<file path="src/rtl/led_pkg.sv">
// Shared types for the LED status PWM driver: channel modes and breathe direction.
package led_pkg;

    typedef enum logic [1:0] {
        MODE_OFF     = 2'd0,
        MODE_SOLID   = 2'd1,
        MODE_BLINK   = 2'd2,
        MODE_BREATHE = 2'd3
    } mode_t;

    typedef enum logic {
        DIR_UP   = 1'b0,
        DIR_DOWN = 1'b1
    } dir_t;

endpackage

</file>
<file path="src/rtl/led_pwm_channel.sv">
// One PWM channel: shadow/active config, breathe ramp FSM and duty comparator.
module led_pwm_channel
    import led_pkg::*;
#(
    parameter int PWM_BITS = 8
) (
    input  logic                clk,
    input  logic                reset,
    input  logic                cfg_we,
    input  mode_t               cfg_mode,
    input  logic [PWM_BITS-1:0] cfg_level,
    input  logic                boundary,
    input  logic                blink_on,
    input  logic [PWM_BITS-1:0] pwm_cnt,
    output logic                pwm
);

    typedef struct packed {
        mode_t               mode;
        logic [PWM_BITS-1:0] level;
    } cfg_t;

    localparam logic [PWM_BITS-1:0] ONE = PWM_BITS'(1);

    cfg_t                shadow, active;
    dir_t                dir, dir_nxt;
    logic [PWM_BITS-1:0] ramp, ramp_nxt;
    logic [PWM_BITS-1:0] duty;

    // Active only moves at the period boundary, so a period never sees a duty change.
    always_ff @(posedge clk or posedge reset) begin
        if (reset) begin
            shadow <= '{mode: MODE_OFF, level: '0};
            active <= '{mode: MODE_OFF, level: '0};
        end else begin
            if (cfg_we)   shadow <= '{mode: cfg_mode, level: cfg_level};
            if (boundary) active <= shadow;
        end
    end

    always_ff @(posedge clk or posedge reset) begin
        if (reset) begin
            dir  <= DIR_UP;
            ramp <= '0;
        end else begin
            dir  <= dir_nxt;
            ramp <= ramp_nxt;
        end
    end

    // Ramp steps against the config being loaded this boundary, so a level
    // change and the step it affects happen together.
    always_comb begin
        dir_nxt  = dir;
        ramp_nxt = ramp;
        if (boundary && shadow.mode == MODE_BREATHE) begin
            if (active.mode != MODE_BREATHE) begin
                dir_nxt  = DIR_UP;
                ramp_nxt = '0;
            end else if (shadow.level < ramp) begin
                dir_nxt  = DIR_DOWN;
                ramp_nxt = shadow.level;
            end else if (shadow.level == '0) begin
                ramp_nxt = '0;
            end else begin
                case (dir)
                    DIR_UP: begin
                        if (ramp == shadow.level) begin
                            dir_nxt  = DIR_DOWN;
                            ramp_nxt = shadow.level - ONE;
                        end else begin
                            ramp_nxt = ramp + ONE;
                        end
                    end
                    default: begin
                        if (ramp == '0) begin
                            dir_nxt  = DIR_UP;
                            ramp_nxt = ONE;
                        end else begin
                            ramp_nxt = ramp - ONE;
                        end
                    end
                endcase
            end
        end
    end

    always_comb begin
        duty = '0;
        case (active.mode)
            MODE_SOLID:   duty = active.level;
            MODE_BLINK:   duty = blink_on ? active.level : '0;
            MODE_BREATHE: duty = ramp;
            default:      duty = '0;
        endcase
    end

    always_ff @(posedge clk or posedge reset) begin
        if (reset) pwm <= 1'b0;
        else       pwm <= (pwm_cnt < duty);
    end

endmodule

</file>
<file path="src/rtl/led_status_pwm.sv">
// Multi-channel LED status PWM driver: shared timebase plus one channel instance per LED.
module led_status_pwm
    import led_pkg::*;
#(
    parameter  int NUM_CH     = 3,
    parameter  int PWM_BITS   = 8,
    parameter  int PRESCALE   = 1,
    parameter  int BLINK_BITS = 6,
    localparam int CH_W       = (NUM_CH > 1) ? $clog2(NUM_CH) : 1
) (
    input  logic                clk,
    input  logic                reset,
    input  logic                i_cfg_we,
    input  logic [CH_W-1:0]     i_cfg_ch,
    input  logic [1:0]          i_cfg_mode,
    input  logic [PWM_BITS-1:0] i_cfg_level,
    output logic [NUM_CH-1:0]   o_pwm,
    output logic                o_period
);

    localparam int PRE_W = (PRESCALE > 1) ? $clog2(PRESCALE) : 1;

    logic [PRE_W-1:0]      pre_cnt;
    logic [PWM_BITS-1:0]   pwm_cnt;
    logic [BLINK_BITS-1:0] blink_cnt;
    logic                  tick, boundary, blink_on;

    assign tick     = (pre_cnt == PRE_W'(PRESCALE - 1));
    assign boundary = tick && (pwm_cnt == '1);
    assign blink_on = blink_cnt[BLINK_BITS-1];

    always_ff @(posedge clk or posedge reset) begin
        if (reset) begin
            pre_cnt   <= '0;
            pwm_cnt   <= '0;
            blink_cnt <= '0;
            o_period  <= 1'b0;
        end else begin
            pre_cnt  <= tick ? '0 : pre_cnt + PRE_W'(1);
            o_period <= boundary;
            if (tick)     pwm_cnt   <= pwm_cnt + PWM_BITS'(1);
            if (boundary) blink_cnt <= blink_cnt + BLINK_BITS'(1);
        end
    end

    // Channel select by exact index match; indices >= NUM_CH hit nothing.
    for (genvar g = 0; g < NUM_CH; g++) begin : g_ch
        localparam logic [CH_W-1:0] IDX = CH_W'(g);
        led_pwm_channel #(
            .PWM_BITS (PWM_BITS)
        ) u_ch (
            .clk       (clk),
            .reset     (reset),
            .cfg_we    (i_cfg_we && (i_cfg_ch == IDX)),
            .cfg_mode  (mode_t'(i_cfg_mode)),
            .cfg_level (i_cfg_level),
            .boundary  (boundary),
            .blink_on  (blink_on),
            .pwm_cnt   (pwm_cnt),
            .pwm       (o_pwm[g])
        );
    end

endmodule

</file>
<file path="config.mk">
export PLATFORM = sky130hd
export DESIGN_NAME = led_status_pwm
export DESIGN_NICKNAME = d
export VERILOG_FILES = /design/src/rtl/led_pkg.sv /design/src/rtl/led_pwm_channel.sv /design/src/rtl/led_status_pwm.sv
export SDC_FILE = /design/constraint.sdc
export NUM_CORES = 1
export LEC_CHECK = 0
export ABC_AREA = 1
export BUFFER_PORTS_ARGS = -buffer_cell sky130_fd_sc_hd__buf_2
export CAP_MARGIN = 0
export CORE_ASPECT_RATIO = 0.75
export CORE_MARGIN = 1
export CORE_UTILIZATION = 56
export CTS_CLUSTER_SIZE = 40
export DETAILED_ROUTE_END_ITERATION = 8
export PLACE_DENSITY = 0.87
export SYNTH_ARGS = -nofsm -noshare
export SYNTH_HDL_FRONTEND = slang
export SYNTH_HIERARCHICAL = 1
export SYNTH_SLANG_ARGS = --single-unit
</file>
<file path="constraint.sdc">
create_clock -name clk -period 2.3 [get_ports clk]
set_input_delay 0.46 -clock clk [delete_from_list [all_inputs] [get_ports clk]]
set_output_delay 0.46 -clock clk [all_outputs]
set_load 0.05 [all_outputs]
</file>
* Word level (Yosys, flattened, before mapping)
Index checks and enable logic that the tools add are counted.
** Storage, ports and cells
- Bits in registers :: 106
- Latch bits :: 0
- RAM bits :: 0
- ROM bits :: 0
- Bits of input ports :: 15
- Output and inout port bits :: 4
- Word-level logic and storage cells :: 128
- Memories :: 0
** Operators by class
- $add $sub $neg :: 12
- Multiply operators :: 0
- Div/mod/pow operators :: 0
- $lt $le $gt $ge :: 6
- Eq/ne operators :: 24
- Shift-type cells :: 0
- Mux-type cells :: 43
- Bitwise gates (word level) :: 1
- Reduce and logical (&&, ||, !) cells :: 17
** Operator list (number)
- 8-bit 2-to-1 mux :: 21
- 8-bit case mux with 3 select lines :: 3
- 8-bit logical NOT :: 6
- 8-bit < comparator :: 6
- 8-bit by 1-bit subtractor with 8-bit output (second input constant) :: 6
- 8-bit by 1-bit adder with 8-bit output (second input constant) :: 4
- 8-bit == test :: 3
- 2-bit == test (second input constant) :: 10
- 1-bit 2-to-1 mux :: 19
- 3-bit by 1-bit inequality test with 1-bit output (second input constant) :: 3
- 2-bit by 1-bit == test with 1-bit output (second input constant) :: 4
- 8-bit == test (second input constant) :: 1
- 1-bit logical AND :: 7
- 6-bit by 1-bit adder with 6-bit output (second input constant) :: 1
- 2-bit inequality test (second input constant) :: 3
- 2-bit AND reduction :: 3
- 2-bit logical NOT :: 1
- 1-bit adder (second input constant) :: 1
- 1-bit inverter :: 1

* Depth between registers and ports, before layout
- Depth in word-level cells :: 6
- Mapped depth :: 14
- Depth with buffers taken out :: 13

* Hierarchy
Netlist, hierarchy kept.
** By module, submodules not included
- led_pwm_channel :: times used 3, cells each 340, area an instance 2353.5 um^2, seq. area each 750.7 um^2
- led_status_pwm :: times used 1, cells each 80, area an instance 713.2 um^2, seq. area each 375.4 um^2

* Worst setup path after synthesis
Ideal clock, no wire load.
- Path type :: register to register
- Start point :: reg pwm_cnt[0]
- End point :: reg g_ch[0].u_ch.ramp[1]
- Arrival :: 2.076 ns
- Path slack :: 0.159 ns
- Cell stages (with the launch flop) :: 14
- Path buffers :: 0
- Cells stage by stage :: dfrtp_1 -> ha_1 -> nand3_2 -> nor2_1 -> nand2_1 -> nor2_1 -> nand2_1 -> nor2_2 -> clkinv_1 -> nor2_4 -> o21ai_0 -> inv_1 -> nand2_1 -> nand2_1
** Between the ends
- Longest elaborated chain between the ends :: 3
** RTL lines
- start, declared :: line led_status_pwm.sv:24 : logic [PWM_BITS-1:0] pwm_cnt;
- start signal, assigned :: line led_status_pwm.sv:41 : if (tick) pwm_cnt <= pwm_cnt + PWM_BITS'(1);
- 8-bit == test :: line led_status_pwm.sv:29 : assign boundary = tick && (pwm_cnt == '1);
- 1-bit logical AND :: line led_status_pwm.sv:29
- net boundary :: line led_status_pwm.sv:26 : logic tick, boundary, blink_on;
- 1-bit logical AND :: line led_pwm_channel.sv:56 : if (boundary && shadow.mode == MODE_BREATHE) begin
- end signal, assigned :: line led_pwm_channel.sv:47 : ramp <= ramp_nxt;
- end, declared :: line led_pwm_channel.sv:27 : logic [PWM_BITS-1:0] ramp, ramp_nxt;
The timed path passes the listed nets, and every way through them passes these cells.
A chain may end at the register's enable or synchronous reset.

* Worst setup path after layout
- Start point :: reg pwm_cnt[1]
- End point :: reg g_ch[2].u_ch.ramp[1]
** Between the ends
- Longest elaborated chain between the ends :: 3
** RTL lines (line)
- 8-bit == test :: led_status_pwm.sv:29
- 1-bit logical AND :: led_status_pwm.sv:29
- net boundary :: led_status_pwm.sv:26
- 1-bit logical AND :: led_pwm_channel.sv:56
- end signal, assigned :: led_pwm_channel.sv:47
- end, declared :: led_pwm_channel.sv:27
The timed path passes the listed nets, and every way through them passes these cells.

==> metrics <==
Power Density around 540 mW/mm^2; WP buf/inv 2; class of the worst hold path primary input to async pin; Worst Path Class, Setup register to register; post-synthesis register bit count between 100 and 150; status finished clean; drt total wl between 20000 and 25000 um; Num CTS Buffers 9; first-pass GRT wire length about 36000 um; Distinct cells, synth 32; total track usage roughly a third; Min Clock Period, post-route between 2 and 2.5 ns; Worst-Margin Slew 0.6445 ns; Layout Area Growth over Synthesis 10.62%; Post-Syn Nets roughly 1200; total power ~4.6 mW; Hold Fails Final Rpt 0; slew margin rel. 56.98%; CP cell instances ha_1 > nand3_2 > nor2_2 > nand2_1 > nor2_4 > nand2_2 > nor2_4 > clkinv_1 > nor2_4 > o21ai_0 > inv_1 > nand2_1 > nand2_1; Post-Syn Instances 1100; leak pwr between 4 and 5 nW; Die W 138.0 um; CP max FO 8; register share of total power 44.9%; Pint around 3.1 mW; Worst path max stage delay roughly 0.35 ns; Fmax achieved between 400 and 500 MHz; Post-Syn Area between 0.007 and 0.008 mm^2; Worst path depth 13; WP data required about 2.6 ns; clock network power share 33.8%; DR DRC count 0; largest area contributor in the netlist dfrtp_1; Vias about 7700; CTS Sinks roughly 110; row count 36; gr ovfl total 0; first-pass detailed-route iteration total 5; delay-heaviest family, CP simple AND/OR/NAND/NOR gates; I/O pin cnt 19; Worst-Skew Late Latency approximately 0.35 ns; Avg Cell Area, Syn a little over 7 um^2; DRT iter0 DRCs 770; post-route ant nets 0; switch share between 30% and 40%; CTS tree yes; commonest non-fill, non-tap cell in the layout nand2_1; Setup violations, final 0; Synth top area share 33.80%; filler cell count 1154; vias in the first global route 7089; Detail Placement HPWL between 15000 and 20000 um; pin count of the biggest net entering global routing 37; WL per Instance 16.65 um; post-DR vias/cell 5.789; initial antenna violation count 0; Core Box Area approximately 0.013 mm^2; Synthesis Warnings 6; GPL Wtd Cong 0.9480; H-tree Lvls 3; leading post-synthesis cells by cell area dfrtp_1 34%, nand2_1 16%, ha_1 10%; NetSw roughly 1.5 mW; Setup WS pre-CTS around 0.18 ns; Die Y 104.0 um; final net count between 1000 and 1500; skew final around 0.0053 ns; initial core utilization between 50% and 60%; Final Max Tran Viols 0; share of layout cells above drive strength 1 a little over an eighth; CP Launch Type register; DIE AREA 0.01436 mm^2; Comb power frac between 20% and 30%; CTS max path bufs 2; Max VDD drop roughly 360 uV; maxcap violations 0; clock slew at reported path FFs 0.07 ns; sequential element share of the synthesized area between 30% and 40%; antenna diode count 0; fin worst setup slack between 0.15 and 0.2 ns; commonest non-fill, non-tap cells in the layout 332 x nand2_1, 112 x inv_1, 105 x dfrtp_1; port buffer count 18; Setup crit end kind register; crit path DAT ~2.4 ns; R2R cell count 13; Final period util between 90% and 100%; root buffer selected by CTS clkbuf_16; slowest cell on the critical path dfrtp_1
cells by family after synthesis:
family / Yosys count / share of synthesized area, %
mux: 3 / 0.4345
xor+xnor: 22 / 2.479
buf+inv: 170 / 9.223
flops: 105 / 33.80
fa+ha+maj: 62 / 9.979
simple gates: 540 / 30.42
compound gates: 198 / 13.66
routing by layer:
metal	wire, um	vias up	share of wire [%]	global-route usage, %
met1	9710	3542	44	45.20
met4	533	0	2.4	9.498
met5	0	-	0	0
li1	-	3673	-	-
met2	9523	402	43	47.11
met3	2300	53	10	6.860
path summary, 6_finish.rpt:
path                                                    start                                 end  slack [ns]
min in group clk                                i_cfg_mode[0]  g_ch[0].u_ch/shadow[8]$_DFFE_PP0P_        0.38
max reg2reg                              pwm_cnt[1]$_DFF_PP0_    g_ch[2].u_ch/ramp[1]$_DFFE_PP0P_        0.16
max in group asynchronous                               reset  g_ch[0].u_ch/shadow[6]$_DFFE_PP0P_        1.56
min reg2reg                g_ch[2].u_ch/shadow[8]$_DFFE_PP0P_  g_ch[2].u_ch/active[8]$_DFFE_PP0P_        0.49
max                                      pwm_cnt[1]$_DFF_PP0_    g_ch[2].u_ch/ramp[1]$_DFFE_PP0P_        0.16
min                                                     reset            blink_cnt[0]$_DFFE_PP0N_        0.21
synthesized netlist by cell type (all sizes together):
cell,count
a21oi,66
a22oi,21
buf,15
clkbuf,12
clkinv,12
dfrtp,105
ha,62
inv,131
mux2,3
nand2,348
nand3,82
nand3b,1
nand4,16
nor2,83
nor3,7
o211ai,3
o21a,3
o21ai,102
o22ai,3
or2,3
xnor2,3
xor2,19
stage by stage:
stage | setup TNS, ns | cell area [um^2] | utilization [%] | hold slack, ns | instances
final | 0 | 8600 | 64.94 | 0.2080 | 1325
after global routing | -0.02656 | 8600 | 64.94 | 0.2485 | 1325
after CTS | 0 | 8579 | 64.79 | 0.2105 | 1324
after detailed placement | 0 | 8284 | 62.56 | 0.4756 | 1309
after global placement | 0 | 8284 | 62.56 | 0.4619 | 1309
after floorplan | 0 | 7774 | - | 0.3615 | 1100
flip-flops by register name, indices dropped and copies added, names as in the netlist:
register	cells
g_ch.u_ch/dir	3
g_ch.u_ch/ramp	24
g_ch.u_ch/shadow	30
pwm_cnt	8
o_period	1
g_ch.u_ch/pwm	3
blink_cnt	6
g_ch.u_ch/active	30
power by group through the flow:
stage / clock [mW] / sequential [mW] / combinational (mW)
after floorplan: 0 / 2.05 / 0.709
after global placement: 0 / 2.10 / 0.922
after detailed placement: 0 / 2.10 / 0.941
after CTS: 1.59 / 2.06 / 0.957
after global routing: 1.65 / 2.08 / 1.11
final: 1.56 / 2.07 / 0.984
cell type report:
class                   count  area, um^2  area share [%]
flip-flops and latches    105        2628           30.55
clock buffers              11       242.7           2.823
multi-input cells         825        4459           51.86
clock inverters             4       52.55          0.6111
well taps                 171       214.0           2.488
repair buffers             66       462.9           5.383
inverters                 143       540.5           6.285
repair_timing:
item                                    CTS  global route
endpoints found under the hold margin     0             0
endpoints found under the setup margin    0             9
hold buffers                              0             0
gates resized for setup                   0             4
setup buffers                             0             1
(Power assumes the default switching activity.)
